**src/rtl/sd_req_queue_pkg.sv**
```systemverilog
`default_nettype none
// ============================================================================
// Module      : sd_req_queue_pkg
// Description : Shared definitions for the SD request queue: register word
//               indices, control/status bit positions, dispatch FSM states
//               and queue entry layouts.
// Revision    : 1.0 - initial release
// ============================================================================
package sd_req_queue_pkg;

    // Register word indices (reg_addr[6:3])
    localparam logic [3:0] c_word_sd     = 4'd0;
    localparam logic [3:0] c_word_dma    = 4'd1;
    localparam logic [3:0] c_word_blk    = 4'd2;
    localparam logic [3:0] c_word_ctrl   = 4'd3;
    localparam logic [3:0] c_word_stat   = 4'd4;
    localparam logic [3:0] c_word_res    = 4'd5;
    localparam logic [3:0] c_word_irqen  = 4'd6;
    localparam logic [3:0] c_word_irqclr = 4'd7;

    // Control word bits
    localparam int c_ctrl_push  = 0;
    localparam int c_ctrl_wr    = 1;
    localparam int c_ctrl_flush = 2;

    // Interrupt pending bit positions
    localparam int c_pend_res  = 0;
    localparam int c_pend_idle = 1;
    localparam int c_pend_ovf  = 2;

    // Status word layout
    localparam int c_st_pend_lsb  = 0;
    localparam int c_st_busy      = 3;
    localparam int c_st_cmd_empty = 4;
    localparam int c_st_cmd_full  = 5;
    localparam int c_st_res_empty = 6;
    localparam int c_st_cnt_lsb   = 7;
    localparam int c_st_cnt_w     = 5;
    localparam int c_st_ovf       = 12;

    // Result word layout
    localparam int c_res_ok      = 8;
    localparam int c_res_cnt_lsb = 9;
    localparam int c_res_cnt_w   = 7;

    localparam logic [63:0] c_bad_word = 64'h0000_0000_DEAD_BEEF;

    typedef enum logic [1:0] {
        S_IDLE  = 2'd0,
        S_ISSUE = 2'd1,
        S_WAIT  = 2'd2
    } state_t;

    // Non-address part of a command entry
    typedef struct packed {
        logic       wr;
        logic [7:0] tag;
    } cmd_ctl_t;

    // Result queue entry
    typedef struct packed {
        logic [7:0] tag;
        logic       ok;
    } res_entry_t;

endpackage
`default_nettype wire

```
**src/rtl/sd_req_fifo.sv**
```systemverilog
`default_nettype none
// ============================================================================
// Module      : sd_req_fifo
// Description : Power-of-two circular FIFO with occupancy count and a flush
//               that can optionally keep the current head entry.
// Ports       : clk, rst          - clock, synchronous active-high reset
//               i_push / i_wdata  - write (ignored when full or flushing)
//               i_pop             - remove head (ignored when empty)
//               i_flush           - discard entries
//               i_keep_head       - on flush, keep the head entry
//               o_rdata           - head entry
//               o_count/o_full/o_empty - occupancy
// Revision    : 1.0 - initial release
// ============================================================================
module sd_req_fifo #(
    parameter int WIDTH = 8,
    parameter int DEPTH = 4
) (
    input  logic                     clk,
    input  logic                     rst,
    input  logic                     i_push,
    input  logic [WIDTH-1:0]         i_wdata,
    input  logic                     i_pop,
    input  logic                     i_flush,
    input  logic                     i_keep_head,
    output logic [WIDTH-1:0]         o_rdata,
    output logic [$clog2(DEPTH):0]   o_count,
    output logic                     o_full,
    output logic                     o_empty
);

    localparam int              c_aw      = $clog2(DEPTH);
    localparam logic [c_aw-1:0] c_ptr_one = 1;
    localparam logic [c_aw:0]   c_cnt_one = 1;

    logic [WIDTH-1:0] r_mem [DEPTH];
    logic [c_aw-1:0]  r_rd;
    logic [c_aw-1:0]  r_wr;
    logic [c_aw:0]    r_cnt;

    logic            w_push;
    logic            w_pop;
    logic            w_keep;
    logic [c_aw-1:0] w_rd_nxt;

    assign o_full   = (r_cnt == c_cnt_one << c_aw);
    assign o_empty  = (r_cnt == '0);
    assign o_count  = r_cnt;
    assign o_rdata  = r_mem[r_rd];

    assign w_push   = i_push && !o_full && !i_flush;
    assign w_pop    = i_pop && !o_empty;
    assign w_rd_nxt = w_pop ? r_rd + c_ptr_one : r_rd;
    // A head that completes in the same cycle as the flush is gone anyway.
    assign w_keep   = i_keep_head && !o_empty && !w_pop;

    always_ff @(posedge clk) begin
        if (rst) begin
            r_rd  <= '0;
            r_wr  <= '0;
            r_cnt <= '0;
        end else if (i_flush) begin
            r_rd  <= w_rd_nxt;
            r_wr  <= w_keep ? w_rd_nxt + c_ptr_one : w_rd_nxt;
            r_cnt <= w_keep ? c_cnt_one : '0;
        end else begin
            if (w_push) r_wr <= r_wr + c_ptr_one;
            if (w_pop)  r_rd <= r_rd + c_ptr_one;
            case ({w_push, w_pop})
                2'b10:   r_cnt <= r_cnt + c_cnt_one;
                2'b01:   r_cnt <= r_cnt - c_cnt_one;
                default: r_cnt <= r_cnt;
            endcase
        end
    end

    always_ff @(posedge clk) begin
        if (w_push) r_mem[r_wr] <= i_wdata;
    end

endmodule
`default_nettype wire

```
**src/rtl/sd_req_queue.sv**
```systemverilog
`default_nettype none
// ============================================================================
// Module      : sd_req_queue
// Description : Register-programmed SD request queue. Software stages a
//               request in words 0-2 and pushes it via word 3; a dispatch FSM
//               issues queue heads to the SD engine and records {tag, ok}
//               completions in a result queue read through word 5.
// Ports       : msoc_clk/sys_rst - clock, synchronous active-high reset
//               reg_*            - register access (read data one cycle late)
//               req_*            - head request to the engine (valid/ready)
//               resp_*           - completion from the engine (valid/ready)
//               irq              - registered interrupt
// Revision    : 1.0 - initial release
// ============================================================================
module sd_req_queue
    import sd_req_queue_pkg::*;
#(
    parameter int DEPTH    = 4,
    parameter int ADDR_W   = 32,
    parameter int BLKCNT_W = 23
) (
    input  logic                msoc_clk,
    input  logic                sys_rst,
    input  logic                reg_en,
    input  logic [7:0]          reg_we,
    input  logic [15:0]         reg_addr,
    input  logic [63:0]         reg_wrdata,
    output logic [63:0]         reg_rddata,
    output logic [ADDR_W-1:0]   req_addr_sd,
    output logic [ADDR_W-1:0]   req_addr_dma,
    output logic [BLKCNT_W-1:0] req_blkcnt,
    output logic                req_wr,
    output logic                req_val,
    input  logic                req_rdy,
    input  logic                resp_ok,
    input  logic                resp_val,
    output logic                resp_rdy,
    output logic                irq
);

    localparam int c_cnt_w = $clog2(DEPTH) + 1;
    localparam int c_cmd_w = 2 * ADDR_W + BLKCNT_W + $bits(cmd_ctl_t);
    localparam int c_res_w = $bits(res_entry_t);

    logic [ADDR_W-1:0]   r_stg_sd;
    logic [ADDR_W-1:0]   r_stg_dma;
    logic [BLKCNT_W-1:0] r_stg_blk;
    logic [7:0]          r_tag;
    logic                r_ovf;
    logic [2:0]          r_irq_en;
    logic                r_irq;
    state_t              r_state;
    state_t              w_state_nxt;

    logic               w_wr_access;
    logic [3:0]         w_word;
    logic               w_ctrl_wr;
    logic               w_flush;
    logic               w_push_req;
    logic               w_cmd_push;
    logic               w_cmd_pop;
    logic               w_res_push;
    logic               w_res_pop;
    logic [2:0]         w_irq_pend;
    logic [63:0]        w_status;
    logic [63:0]        w_res_word;

    cmd_ctl_t           w_ctl_in;
    cmd_ctl_t           w_ctl_head;
    logic [c_cmd_w-1:0] w_cmd_wdata;
    logic [c_cmd_w-1:0] w_cmd_rdata;
    logic [c_cnt_w-1:0] w_cmd_cnt;
    logic               w_cmd_full;
    logic               w_cmd_empty;

    res_entry_t         w_res_in;
    res_entry_t         w_res_head;
    logic [c_res_w-1:0] w_res_rdata;
    logic [c_cnt_w-1:0] w_res_cnt;
    logic               w_res_full;
    logic               w_res_empty;

    logic               w_unused_ok;

    assign w_wr_access = reg_en && (reg_we != 8'h00);
    assign w_word      = reg_addr[6:3];
    assign w_ctrl_wr   = w_wr_access && (w_word == c_word_ctrl);
    assign w_flush     = w_ctrl_wr && reg_wrdata[c_ctrl_flush];
    // Flush wins over push in the same control write.
    assign w_push_req  = w_ctrl_wr && reg_wrdata[c_ctrl_push] && !reg_wrdata[c_ctrl_flush];
    assign w_cmd_push  = w_push_req && !w_cmd_full;
    assign w_res_pop   = w_wr_access && (w_word == c_word_res) && reg_wrdata[0];

    assign w_ctl_in    = '{wr: reg_wrdata[c_ctrl_wr], tag: r_tag};
    assign w_cmd_wdata = {r_stg_sd, r_stg_dma, r_stg_blk, w_ctl_in};
    assign {req_addr_sd, req_addr_dma, req_blkcnt, w_ctl_head} = w_cmd_rdata;
    assign req_wr      = w_ctl_head.wr;

    assign w_res_in    = '{tag: w_ctl_head.tag, ok: resp_ok};
    assign w_res_head  = w_res_rdata;

    assign w_unused_ok = &{1'b0, reg_addr, reg_wrdata};

    sd_req_fifo #(.WIDTH(c_cmd_w), .DEPTH(DEPTH)) u_cmd_fifo (
        .clk         (msoc_clk),
        .rst         (sys_rst),
        .i_push      (w_cmd_push),
        .i_wdata     (w_cmd_wdata),
        .i_pop       (w_cmd_pop),
        .i_flush     (w_flush),
        .i_keep_head (r_state != S_IDLE),
        .o_rdata     (w_cmd_rdata),
        .o_count     (w_cmd_cnt),
        .o_full      (w_cmd_full),
        .o_empty     (w_cmd_empty)
    );

    sd_req_fifo #(.WIDTH(c_res_w), .DEPTH(DEPTH)) u_res_fifo (
        .clk         (msoc_clk),
        .rst         (sys_rst),
        .i_push      (w_res_push),
        .i_wdata     (w_res_in),
        .i_pop       (w_res_pop),
        .i_flush     (1'b0),
        .i_keep_head (1'b0),
        .o_rdata     (w_res_rdata),
        .o_count     (w_res_cnt),
        .o_full      (w_res_full),
        .o_empty     (w_res_empty)
    );

    // ---------------- dispatch FSM ----------------
    always_comb begin
        w_state_nxt = r_state;
        req_val     = 1'b0;
        resp_rdy    = 1'b0;
        w_cmd_pop   = 1'b0;
        w_res_push  = 1'b0;
        case (r_state)
            S_IDLE: begin
                // A concurrent flush empties the queue, so do not start on it.
                if (!w_cmd_empty && !w_flush) w_state_nxt = S_ISSUE;
            end
            S_ISSUE: begin
                req_val = 1'b1;
                if (req_rdy) w_state_nxt = S_WAIT;
            end
            S_WAIT: begin
                resp_rdy = !w_res_full;
                if (resp_val && !w_res_full) begin
                    w_res_push  = 1'b1;
                    w_cmd_pop   = 1'b1;
                    w_state_nxt = S_IDLE;
                end
            end
            default: w_state_nxt = S_IDLE;
        endcase
    end

    // ---------------- status / result words ----------------
    always_comb begin
        w_irq_pend              = '0;
        w_irq_pend[c_pend_res]  = !w_res_empty;
        w_irq_pend[c_pend_idle] = w_cmd_empty && (r_state == S_IDLE);
        w_irq_pend[c_pend_ovf]  = r_ovf;

        w_status                             = '0;
        w_status[c_st_pend_lsb +: 3]         = w_irq_pend;
        w_status[c_st_busy]                  = (r_state != S_IDLE);
        w_status[c_st_cmd_empty]             = w_cmd_empty;
        w_status[c_st_cmd_full]              = w_cmd_full;
        w_status[c_st_res_empty]             = w_res_empty;
        w_status[c_st_cnt_lsb +: c_st_cnt_w] = c_st_cnt_w'(w_cmd_cnt);
        w_status[c_st_ovf]                   = r_ovf;

        w_res_word = '0;
        if (!w_res_empty) begin
            w_res_word[7:0]                        = w_res_head.tag;
            w_res_word[c_res_ok]                   = w_res_head.ok;
            w_res_word[c_res_cnt_lsb +: c_res_cnt_w] = c_res_cnt_w'(w_res_cnt);
        end
    end

    // ---------------- control registers ----------------
    always_ff @(posedge msoc_clk) begin
        if (sys_rst) begin
            r_state   <= S_IDLE;
            r_stg_sd  <= '0;
            r_stg_dma <= '0;
            r_stg_blk <= '0;
            r_tag     <= '0;
            r_ovf     <= 1'b0;
            r_irq_en  <= '0;
            r_irq     <= 1'b0;
        end else begin
            r_state <= w_state_nxt;
            if (w_wr_access) begin
                case (w_word)
                    c_word_sd:    r_stg_sd  <= reg_wrdata[ADDR_W-1:0];
                    c_word_dma:   r_stg_dma <= reg_wrdata[ADDR_W-1:0];
                    c_word_blk:   r_stg_blk <= reg_wrdata[BLKCNT_W-1:0];
                    c_word_irqen: r_irq_en  <= reg_wrdata[2:0];
                    default: ;
                endcase
            end
            if (w_cmd_push) r_tag <= r_tag + 8'd1;
            // A new overflow outranks a clear arriving in the same cycle.
            if (w_push_req && w_cmd_full)
                r_ovf <= 1'b1;
            else if (w_wr_access && (w_word == c_word_irqclr) && reg_wrdata[c_pend_ovf])
                r_ovf <= 1'b0;
            r_irq <= |(r_irq_en & w_irq_pend);
        end
    end

    // ---------------- register read ----------------
    always_ff @(posedge msoc_clk) begin
        if (sys_rst) begin
            reg_rddata <= '0;
        end else if (reg_en && (reg_we == 8'h00)) begin
            case (w_word)
                c_word_stat:  reg_rddata <= w_status;
                c_word_res:   reg_rddata <= w_res_word;
                c_word_irqen: reg_rddata <= {61'd0, r_irq_en};
                default:      reg_rddata <= c_bad_word;
            endcase
        end
    end

    assign irq = r_irq;

endmodule
`default_nettype wire

```
**config.mk**
```make
export PLATFORM = sky130hd
export DESIGN_NAME = sd_req_queue
export DESIGN_NICKNAME = d
export VERILOG_FILES = /design/src/rtl/sd_req_queue_pkg.sv /design/src/rtl/sd_req_fifo.sv /design/src/rtl/sd_req_queue.sv
export SDC_FILE = /design/constraint.sdc
export NUM_CORES = 1
export LEC_CHECK = 0
export ABC_AREA = 1
export BUFFER_PORTS_ARGS = -buffer_cell sky130_fd_sc_hd__clkbuf_2
export CAP_MARGIN = 0
export CORE_ASPECT_RATIO = 1.1
export CORE_UTILIZATION = 30
export DETAILED_ROUTE_END_ITERATION = 10
export GPL_TIMING_DRIVEN = 0
export SLEW_MARGIN = 20
export SYNTH_ARGS = -nofsm -noshare
export SYNTH_HDL_FRONTEND = slang
export SYNTH_HIERARCHICAL = 1
export SYNTH_SLANG_ARGS = --single-unit
```
**constraint.sdc**
```tcl
create_clock -name msoc_clk -period 12.3 [get_ports msoc_clk]
set_clock_uncertainty 0.15 [all_clocks]
set_input_delay 1.23 -clock msoc_clk [delete_from_list [all_inputs] [get_ports msoc_clk]]
set_output_delay 1.23 -clock msoc_clk [all_outputs]
set_load 0.05 [all_outputs]
```
==> flow_summary.toml, run 1 <==
[synthesis]
yosysWarnings = 6
synth.lib_cells_used.distinct = 39
ys_seq_elements = 550
avgSynthCellArea_um2 = 11.6
number_of_cells_produced_by_synthesis = 1874
asyncSetResetFlopFracSynth_pct = 0
synth_enable_flop_cells = 420
yosysSeqAreaShare_pct = 69.9
synth_flop_cell = "edfxtp_1"
synthesis.area_um2 = 21800

[setup_path]
crit_type = "flip-flop to primary output"
wp_data_required_ns = 10.92
timing.rr.start = "u_cmd_fifo/o_count[0]$_SDFFE_PP0P_"
critical_path.top_delay_family = "buffers and inverters"
worstPathCellList = "buf_2 -> clkinv_2 -> buf_4 -> clkbuf_1 -> o21ai_1 -> o22ai_1 -> clkbuf_2"
worst-path-buf-inv = 5
crit_fanout = 10
r2r.worst_path.cells = 12
critPathMaxStageDelay_ns = 0.48
crit_arrival_ns = 3.07
timing.critical_path.from_type = "flip-flop"
r2r_end = "u_cmd_fifo/r_mem[2][81]$_DFFE_PP_"
crit_path_end_kind = "primary output"
reg2reg_slack_ns = 8.82
crit_path_top_delay_cell = "clkbuf_1"

[timing]
fin_tns_setup_ns = 0
finalCriticalPeriod_ns = 4.45
rsz_0062_raised_after_global_routing = "no"
setup_viol = 0
max_clock_freq_ghz = 0.225
slew_at_the_pin_with_the_worst_max_slew_slack_ns = 0.922
final.setup.worst_slack_ns = 7.85
period_share_pct = 36.2
final_max_slew_viol_count = 0
holdWs_ns = 0.329
hold_violations = 0
slew-limit-headroom_pct = 38.6

[clock_network]
cts_repair_resize_count = 0
cts_tree = "yes"
worstSkewPairLatency_ns = 0.62
clock_sinks = 550
clkTransAtPathRegs_ns = 0.06
cts-hold-fix-buffers = 0
cts_max_path_buffers = 3
cts-root-buf = "clkbuf_16"
h_tree_depth = 2
cts_setup_buffers = 0
tritoncts.num_buffers = 57

[die]
core_region_area_um2 = 71800
floorplan.initialDensity_pct = 30.3
die_area_um2 = 73700
chipHeight_um = 285
die_w_um = 259
number_of_rows_in_the_core_area = 103
io_pins = 249

[worst_hold_path]
hold_path_class = "flip-flop to flip-flop"
worst_hold_startpoint = "reg_rddata[8]$_SDFFE_PP0P_"
worstHoldEndpoint = "reg_rddata[8]$_SDFFE_PP0P_"
worst_hold_path.num_cells = 2

[detailed_routing]
route.detailed.drc = 0
antenna_left = 0
route.vias.total = 15604
dr.pass1.iters = 6
wl_per_cell_um = 20.1
first_iter_violations = 1480
route.detailed.vias_per_inst = 4.94
totalWireLength_um = 63400

[power]
design_power_total_mw = 3.85
leakagePower_nw = 10.4
power_per_cell_area_nw_per_um2 = 146
max-vdd-ir-drop_uv = 101

[cells_and_area]
design.final.nets = 2267
syn2layout_area_growth_pct = 21.0
post_route_cells_drive_above_1_share_pct = 20.2
n_fill_cell = 6893
layout.cells.most_common_list = "edfxtp_1, nor2_1, nand2_1, clkbuf_2, o21ai_0"
mostFrequentLayoutCell = "edfxtp_1"
insertedDiodeCount = 0

[job]
max-cap-violations = 0

[placed_design]
placement.setup.worst_slack_ns = 7.71
numPortBuffers = 166
dp_hpwl_um = 45000
routabilityCongestion = 0.849

[grt]
grt_pass1_wl_um = 93000
maximum_number_of_pins_on_one_net_before_global_route_repair = 22
via_count_of_the_first_global_routing_pass = 15055
grt_antenna_before_repair = 3
grt_overflow_total = 0
grtUsageTotal_pct = 16.8

[run_status]
run_status = "finished clean"
==> layer usage <==
layer / share of wire, % / track usage [%]
met1: 40 / 21.2
met2: 48 / 27.5
met3: 7.8 / 3.78
met4: 4.2 / 7.26
met5: 0.036 / 0
==> where the power goes <==
part           leakage (nW)  internal, mW  total (mW)  switching, mW
clock network         0.958          1.03        1.74          0.713
registers              5.63          1.98        1.99        0.00717
logic                  3.81        0.0308       0.125         0.0946
total                  10.4          3.04        3.85          0.815
==> stage by stage <==
stage               instance area [um^2]  std cells  util, %
finish                             26300       3156     36.7
CTS                                26300       3156     36.7
detailed placement                 24400       3048     34.0
global placement                   24000       3030     33.4
floorplan                          21900       1919        -
global route                       26300       3156     36.7
==> worst reg2reg max path, delay by kind of cell, from the launching register on <==
kind,cells,cell delay [ns]
and+or+nand+nor,5,1.19
buffers and inverters,7,1.33
DFF,1,0.48
==> state kept, by name (all words and copies together) (netlist names) <==
| name | cells |
|---|---|
| irq | 1 |
| r_irq_en | 3 |
| r_ovf | 1 |
| r_state | 2 |
| r_stg_blk | 23 |
| r_stg_dma | 32 |
| r_stg_sd | 32 |
| r_tag | 8 |
| reg_rddata | 14 |
| u_cmd_fifo/o_count | 3 |
| u_cmd_fifo/r_mem | 384 |
| u_cmd_fifo/r_rd | 2 |
| u_cmd_fifo/r_wr | 2 |
| u_res_fifo/o_count | 3 |
| u_res_fifo/r_mem | 36 |
| u_res_fifo/r_rd | 2 |
| u_res_fifo/r_wr | 2 |
==> synth_stat cells, types with 2 or more instances <==
library cell	count	area [um^2]
edfxtp_1	420	12600
nor2_1	267	1000
nand2_1	184	691
o21ai_0	146	731
dfxtp_1	130	2600
a21oi_1	118	591
nand3_1	110	551
o22ai_1	108	676
o21ai_1	86	430
buf_4	64	480
inv_1	60	225
buf_2	45	225
clkbuf_1	44	165
inv_2	12	45.0
ha_1	9	113
nor2_2	9	56.3
nand2_2	7	43.8
nand4_1	7	43.8
nor2_4	6	67.6
xor2_1	6	52.6
nand2_4	5	56.3
buf_6	4	45.0
nor3_1	3	15.0
a21oi_2	2	17.5
buf_1	2	7.51
fa_1	2	40.0
inv_4	2	12.5
nand2_8	2	40.0
nand3_4	2	35.0
nand3b_1	2	15.0
o2bb2ai_1	2	17.5
==> final cells by class <==
class	count	area [um^2]	area share, %
multi-input cells	1135	5550	21.1
clock buffers	75	1610	6.09
well taps	945	1180	4.49
flip-flops and latches	550	15200	57.7
clock inverters	33	323	1.23
inverters	75	288	1.09
repair buffers	184	1260	4.78
plain buffers	159	923	3.50
==> worst max-delay path by stage <==
| stage | startpoint | end | cells after the start |
|---|---|---|---|
| after global routing | u_cmd_fifo/r_rd[1]$_SDFF_PP0_ | req_addr_sd[0] | 7 |
| final | u_cmd_fifo/r_rd[1]$_SDFF_PP0_ | req_addr_sd[2] | 7 |
| after floorplan | reg_we[0] | u_cmd_fifo/r_mem[0][0]$_DFFE_PP_ | 11 |
| after detailed placement | reg_we[0] | u_cmd_fifo/r_mem[2][61]$_DFFE_PP_ | 15 |
| after CTS | u_cmd_fifo/r_rd[1]$_SDFF_PP0_ | req_addr_sd[0] | 7 |
| after global placement | reg_we[0] | u_cmd_fifo/r_mem[0][61]$_DFFE_PP_ | 12 |
==> logic make-up after synthesis <==
logic type               synth area share [%]
other                                  0.0172
AND/OR/NAND/NOR                          12.2
buffers and inverters                    5.56
AO/OA/AOI/OAI                            11.4
flip-flops                               69.9
XOR/XNOR                                0.282
adder cells (fa/ha/maj)                 0.701
Note: power is estimated with default switching activity, not from simulation.
==> run 2: changes to the inputs <==
- clock period: 12.3 -> 4.7 ns (I/O delays scaled with it)
==> flow_summary.toml, run 2 (synthesis results as in run 1) <==
[power]
max-vdd-ir-drop_uv = 265
leakagePower_nw = 10.4
power_per_cell_area_nw_per_um2 = 383

[placed_design]
routabilityCongestion = 0.849
numPortBuffers = 166
postPlaceCellArea_um2 = 24400
placed_cells_incl_taps = 3048
dp_hpwl_um = 45000
placement.setup.worst_slack_ns = 0.873

[die]
die_w_um = 259
io_pins = 249
core_region_area_um2 = 71800
number_of_rows_in_the_core_area = 103
chipHeight_um = 285
floorplan.initialDensity_pct = 30.3
die_area_um2 = 73700

[grt]
global_route_layer_with_the_greatest_usage = "met2"
via_count_of_the_first_global_routing_pass = 15071
maximum_number_of_pins_on_one_net_before_global_route_repair = 22
grtUsageTotal_pct = 16.8
grt_overflow_total = 0
grtUsageMet2_pct = 27.5
grt_antenna_before_repair = 3
globalRouteMet1Util_pct = 21.2
grt_util_met3_pct = 3.77
grt_pass1_wl_um = 93000

[clock_network]
cts_setup_buffers = 0
worstSkewPairLatency_ns = 0.62
clkTransAtPathRegs_ns = 0.06
cts-root-buf = "clkbuf_16"
h_tree_depth = 2
tritoncts.num_buffers = 57
cts_tree = "yes"
clock_sinks = 550
cts_max_path_buffers = 3

[timing]
max_clock_freq_ghz = 0.270
slew-limit-headroom_pct = 38.9
fin_tns_setup_ns = 0
final_max_slew_viol_count = 0
slew_at_the_pin_with_the_worst_max_slew_slack_ns = 0.913
setup_viol = 0
hold_violations = 0
period_share_pct = 78.7
rsz_0062_raised_after_global_routing = "no"
final.setup.worst_slack_ns = 1.00
finalCriticalPeriod_ns = 3.70

[setup_path]
crit_path_end_kind = "primary output"
crit_fanout = 10
crit_type = "flip-flop to primary output"
wp_data_required_ns = 4.08
crit_arrival_ns = 3.08
timing.critical_path.from_type = "flip-flop"

[cells_and_area]
largest-register = "u_cmd_fifo/r_mem"
mostFrequentLayoutCell = "edfxtp_1"
layout.cells.most_common_list = "edfxtp_1, nor2_1, nand2_1, clkbuf_2, o21ai_0"
largest_register_ffs = 384
insertedDiodeCount = 0
design.final.nets = 2268
syn2layout_area_growth_pct = 21.0
n_fill_cell = 6892
final-instance-count-excl-fill = 3157
fin_area_um2 = 26400
post_route_cells_drive_above_1_share_pct = 20.2
reg.largest.list = "u_cmd_fifo/r_mem x384, u_res_fifo/r_mem x36"

[detailed_routing]
totalWireLength_um = 63400
route.vias.total = 15622
route.detailed.vias_per_inst = 4.95
dr.pass1.iters = 5
wl_per_cell_um = 20.1
route.detailed.drc = 0
first_iter_violations = 1490
antenna_left = 0

[worst_hold_path]
hold_path_class = "input port to flip-flop"

[job]
max-cap-violations = 0

[run_status]
run_status = "finished clean"
-- run 2: changes by cell type in the layout (fill, tap and decap cells not counted) --
cell,change
dlygate4sd3_1,+1
-- run 2: final cells by class --
type	instances	area (um^2)	share of cell area [%]
buffer	159	923	3.50
clock buffer	75	1610	6.09
clock inverter	33	323	1.22
inverter	75	288	1.09
multi-input combinational	1135	5550	21.1
sequential	550	15200	57.7
tap	945	1180	4.49
timing repair buffer	185	1270	4.81
-- run 2: critical path, stage by stage (launching register included) --
cell,delay (ns)
dfxtp_1,0.30
buf_2,0.24
clkinv_2,0.24
buf_4,0.31
clkbuf_1,0.48
o21ai_1,0.14
o22ai_1,0.37
clkbuf_2,0.36
-- run 2: path summary, 6_finish.rpt --
kind                                                         start                           endpoint  slack [ns]  cells after the start
worst max-delay path                 u_cmd_fifo/r_rd[1]$_SDFF_PP0_                     req_addr_sd[6]        1.00                      7
worst min-delay path                                reg_wrdata[29]         r_stg_dma[29]$_SDFFE_PP0P_        0.04                      3
worst max register to register  u_cmd_fifo/o_count[0]$_SDFFE_PP0P_  u_cmd_fifo/r_mem[2][79]$_DFFE_PP_        1.21                     12
worst min register to register          reg_rddata[8]$_SDFFE_PP0P_         reg_rddata[8]$_SDFFE_PP0P_        0.33                      2
-- run 2: metal layers --
metal  part of all wire (%)  routed length, um
met1                     40              25500
met2                     48              30200
met3                    7.9               5030
met4                    4.1               2600
met5                  0.036                 23
-- run 2: report_power, final --
part	internal (mW)	leakage (nW)	switching, mW
Combinational	0.0812	3.81	0.247
Clock	2.68	0.958	1.87
Sequential	5.19	5.61	0.0188
Total	7.96	10.4	2.14
-- run 2: what timing repair did --
action	CTS	global route
hold endpoints to repair	4	0
gates resized for setup	0	0
hold buffers	1	0
-- run 2: metrics by stage --
stage / hold slack (ns) / power, mW / util (%)
global route: 0.0324 / 10.4 / 36.7
floorplan: 0.303 / 5.52 / -
detailed placement: 0.307 / 5.64 / 34.0
global placement: 0.323 / 5.63 / 33.4
CTS: 0.0000434 / 10.2 / 36.7
finish: 0.0396 / 10.1 / 36.7
